`src/rtl/pipeline_mem_arbiter.sv`:
```
// Single-port memory arbiter shared by instruction fetch and data ports.
// Data has priority; a starvation counter forces a fetch grant.
module pipeline_mem_arbiter #(
    parameter int ADDR_W     = 32,
    parameter int DATA_W     = 32,
    parameter int STARVE_MAX = 4
) (
    input  logic                clk,
    input  logic                rst,
    input  logic                start,
    input  logic                if_req,
    input  logic [ADDR_W-1:0]   if_addr,
    output logic [DATA_W-1:0]   if_rdata,
    output logic                if_ready,
    input  logic                d_req,
    input  logic                d_we,
    input  logic [ADDR_W-1:0]   d_addr,
    input  logic [DATA_W-1:0]   d_wdata,
    input  logic [DATA_W/8-1:0] d_wstrb,
    output logic [DATA_W-1:0]   d_rdata,
    output logic                d_ready,
    output logic                mem_req,
    output logic                mem_we,
    output logic [ADDR_W-1:0]   mem_addr,
    output logic [DATA_W-1:0]   mem_wdata,
    output logic [DATA_W/8-1:0] mem_wstrb,
    input  logic [DATA_W-1:0]   mem_rdata,
    input  logic                mem_ready,
    output logic                busy
);

    localparam logic [1:0] IDLE    = 2'd0;
    localparam logic [1:0] IF_XFER = 2'd1;
    localparam logic [1:0] D_XFER  = 2'd2;
    localparam logic [3:0] SMAX    = 4'(STARVE_MAX);

    logic [1:0] state;
    logic [3:0] starve_cnt;
    logic       if_elig;
    logic       d_elig;
    logic       force_if;
    logic       grant_if;
    logic       grant_d;

    // A requester whose ready pulse is high is finishing, not asking again.
    always_comb begin
        if_elig  = if_req & ~if_ready;
        d_elig   = d_req & ~d_ready;
        force_if = if_elig && (starve_cnt == SMAX);
        grant_d  = 1'b0;
        grant_if = 1'b0;
        if (start && state == IDLE) begin
            grant_d  = d_elig && !force_if;
            grant_if = if_elig && !grant_d;
        end
    end

    assign mem_req = (state != IDLE);
    assign busy    = mem_req;

    always_ff @(posedge clk or negedge rst) begin
        if (!rst) begin
            starve_cnt <= '0;
        end else if (!if_req || grant_if) begin
            starve_cnt <= '0;
        end else if (grant_d && starve_cnt < SMAX) begin
            starve_cnt <= starve_cnt + 4'd1;
        end
    end

    always_ff @(posedge clk or negedge rst) begin
        if (!rst) begin
            state     <= IDLE;
            mem_we    <= 1'b0;
            mem_addr  <= '0;
            mem_wdata <= '0;
            mem_wstrb <= '0;
            if_rdata  <= '0;
            d_rdata   <= '0;
            if_ready  <= 1'b0;
            d_ready   <= 1'b0;
        end else begin
            if_ready <= 1'b0;
            d_ready  <= 1'b0;
            case (state)
                IDLE: begin
                    if (grant_d) begin
                        mem_addr  <= d_addr;
                        mem_we    <= d_we;
                        mem_wdata <= d_wdata;
                        mem_wstrb <= d_we ? d_wstrb : '0;
                        state     <= D_XFER;
                    end else if (grant_if) begin
                        mem_addr  <= if_addr;
                        mem_we    <= 1'b0;
                        mem_wstrb <= '0;
                        state     <= IF_XFER;
                    end
                end
                IF_XFER: begin
                    if (mem_ready) begin
                        if_rdata <= mem_rdata;
                        if_ready <= 1'b1;
                        state    <= IDLE;
                    end
                end
                D_XFER: begin
                    if (mem_ready) begin
                        if (!mem_we) begin
                            d_rdata <= mem_rdata;
                        end
                        d_ready <= 1'b1;
                        state   <= IDLE;
                    end
                end
                default: state <= IDLE;
            endcase
        end
    end

endmodule

```
`config.mk`:
```
export PLATFORM = sky130hd
export DESIGN_NAME = pipeline_mem_arbiter
export DESIGN_NICKNAME = d
export VERILOG_FILES = /design/src/rtl/pipeline_mem_arbiter.sv
export SDC_FILE = /design/constraint.sdc
export NUM_CORES = 1
export LEC_CHECK = 0
export CAP_MARGIN = 10
export CORE_MARGIN = 3
export CORE_UTILIZATION = 25
export CTS_BUF_LIST = sky130_fd_sc_hd__clkbuf_4
export CTS_CLUSTER_SIZE = 20
export DETAILED_ROUTE_END_ITERATION = 6
export PLACE_DENSITY_LB_ADDON = 0.3
export SYNTH_ARGS = -nofsm -noshare
export SYNTH_HDL_FRONTEND = slang
export SYNTH_SLANG_ARGS = --single-unit
```
`constraint.sdc`:
```
create_clock -name clk -period 2 [get_ports clk]
set_input_delay 0.3 -clock clk [delete_from_list [all_inputs] [get_ports clk]]
set_output_delay 0.3 -clock clk [all_outputs]
set_load 0.02 [all_outputs]
```
==> flow_metrics.py <==
metrics = {
    "synth": {
        "syn_area_sq_um": 5850,
        "synth_area_per_cell_sq_um": 14.1,
        "yosysWarnings": 0,
        "yosys_most_used_dff": "dfrtp_1",
        "seq_area_frac_synth_pct": 60.3,
        "synth_seq_cells": 141,
        "synthCells": 415,
        "synth.area.top_cells": "dfrtp_1 60%, mux2_2 18%, a221o_1 5.5%",
        "synth.most_common_cell": "dfrtp_1",
        "post-synth-top-area-cell": "dfrtp_1",
        "synth_top_area_share_pct": 60.3,
        "async_flop_share_pct": 100,
        "syn_nets": 559,
        "synth_cell_types": 33,
        "synth_edf_count": 0,
        "synth_common_cells": "141 x dfrtp_1, 95 x mux2_2, 40 x inv_1",
    },
    "global_route": {
        "antenna_found_initial": 1,
        "grt_overflow": 0,
        "grt_max_degree": 50,
        "grt_pass1_wl_mm": 28.6,
        "grt_pass1_vias": 5127,
        "grt.total_usage_pct": 14.0,
    },
    "sta": {
        "rsz0062_at_grt": "true",
        "period_share_pct": 97.9,
        "setup_violations": 0,
        "fin_crit_ns": 1.96,
        "worst_slew_pin_slew_ns": 0.669,
        "hold_viol": 0,
        "finalClockSkew_ns": 0.0242,
        "final_max_slew_viol_count": 0,
        "fmax_mhz": 511,
        "relSlewSlack_pct": 55.4,
        "hold_ws_ns": 0.291,
    },
    "layout": {
        "nNetsFinal": 852,
        "seq_area_sq_um": 3530,
        "multi_input_area_sq_um": 2010,
        "area_growth_pct": 63.3,
        "stdcell_count": 1035,
        "drive_gt1_share_pct": 22.7,
        "fillCellCount": 2139,
    },
    "route": {
        "via_per_inst": 4.51,
        "routed_wl_mm": 18.2,
        "drtIter0Drc": 172,
        "drcViolationCount": 0,
        "num_vias": 4665,
        "wl_per_cell_um": 17.6,
        "drt_first_pass_iters": 4,
        "drtAntennaViolNets": 0,
    },
    "setup_path": {
        "crit-reg2reg-launch": "starve_cnt[0]",
        "required_ns": 2.40,
        "end_kind": "register",
        "cp-startpoint": "starve_cnt[0]",
        "path_class": "reg -> reg",
        "start_kind": "register",
        "worstPathArrival_ns": 2.36,
        "cp_max_fo": 32,
    },
    "die": {
        "core_area_sq_um": 22800,
        "rows": 55,
        "die_h_um": 159,
        "die_x_um": 159,
        "io_pins": 276,
        "die_area_sq_um": 25300,
        "start_util_pct": 25.6,
    },
    "clock_tree": {
        "cts_max_level": 4,
        "root_buffer": "clkbuf_4",
        "clkLatencyLatePin_ns": 0.52,
        "clk_pin_slew_ns": 0.15,
        "cts_buffer_depth": 2,
        "cts_buffers": 17,
        "cts_tree": "yes",
        "clock_sinks": 141,
    },
    "pwr": {
        "power_density_nw_per_um2": 1510,
        "p_leak_nw": 4.04,
        "vdd_drop_max_mv": 0.729,
    },
    "place": {
        "dp_hpwl_mm": 13.0,
        "place_congestion": 0.781,
        "placed_cells": 993,
        "numPortBuffers": 275,
    },
    "hold_path": {
        "hp-class": "in -> async",
    },
    "job": {
        "drv_cap": 0,
    },
    "status": {
        "status": "completed",
    },
}
==> critical path, stage by stage (launching register included) <==
cell and delay [ns]:
dfrtp_1 0.43, inv_1 0.06, ha_1 0.19, and3b_2 0.25, o2111a_2 0.49, a221o_1 0.43
==> power by group <==
group | internal, mW | switching, mW | leakage [nW] | total [mW]
Sequential | 4.19 | 0.759 | 1.72 | 4.95
Clock | 1.02 | 1.14 | 0.176 | 2.16
Combinational | 3.92 | 3.39 | 2.14 | 7.30
Total | 9.13 | 5.29 | 4.04 | 14.4
==> metrics by stage <==
step | utilization (%) | setup TNS [ns] | setup WS [ns] | area [sq um] | power [mW]
after floorplan | - | 0 | 0.137 | 5850 | 8.46
after global placement | 39.8 | -0.0183 | -0.00171 | 9090 | 12.1
after detailed placement | 39.8 | -1.60 | -0.0585 | 9090 | 12.3
after CTS | 41.3 | -0.0131 | -0.00891 | 9430 | 14.5
after global routing | 41.8 | -0.00187 | -0.00102 | 9550 | 15.2
final | 41.8 | 0 | 0.0425 | 9550 | 14.4
==> kinds of logic (layout without fill, tap and decap cells) <==
family	Yosys count	count (layout)	share of synthesized area, %
other	0	1	0
buffers and inverters	71	377	5.48
DFF	141	141	60.3
adders and majority gates	5	5	1.07
and+or+nand+nor	18	18	2.01
AOI/OAI and AO/OA	84	84	12.6
muxes	96	96	18.5
==> placed cells by master (no fill, tap or decap), types with 3 or more instances in the layout <==
master	count
a211oi_1	34
a221o_1	32
a32o_1	4
buf_12	9
buf_4	18
buf_6	3
bufinv_16	4
clkbuf_4	17
clkdlybuf4s50_1	270
clkinv_4	3
dfrtp_1	141
ha_1	5
inv_1	38
inv_6	3
mux2_2	95
nand2_1	4
nand2b_1	3
==> sequential cells by signal, summed over array words and instances, names as in the netlist <==
name        count
state           2
if_ready        1
mem_we          1
starve_cnt      4
mem_wdata      32
d_rdata        32
mem_wstrb       4
if_rdata       32
d_ready         1
mem_addr       32
==> area by class of cell <==
| type | instances | area share, % |
|---|---|---|
| Tap cell | 313 | 4.10 |
| Clock buffer | 17 | 1.34 |
| Multi-Input combinational cell | 203 | 21.0 |
| Inverter | 40 | 1.57 |
| Antenna cell | 1 | 0.0262 |
| Clock inverter | 15 | 2.20 |
| Sequential cell | 141 | 36.9 |
| Timing Repair Buffer | 305 | 32.8 |
==> timing repair <==
| action | CTS | global route |
|---|---|---|
| hold endpoints to repair | 45 | 0 |
| resized for setup | 9 | 6 |
| pin swaps | 0 | 13 |
| buffers inserted | 1 | 3 |
| hold buffers | 1 | 0 |
| gates cloned | 0 | 4 |
| setup endpoints to repair | 3 | 67 |
==> per-layer routing <==
metal	global-route usage, %	share of wire [%]	up-vias
met5	0	0	-
met4	2.79	0.82	0
met3	5.83	8.0	7
met2	24.4	51	188
met1	16.4	40	2345
li1	-	-	2125
==> worst paths after layout <==
path                            depth (start not counted)             to  slack (ns)
worst max register to register                          5   mem_addr[28]        0.04
worst max-delay path                                    5   mem_addr[28]        0.04
worst min register to register                          1   mem_wstrb[2]        0.51
min in group clk                                        2  mem_wdata[21]        0.39
max in group asynchronous                               3   if_rdata[31]        1.11
worst min-delay path                                    2   mem_addr[13]        0.29
(Power assumes the default switching activity.)
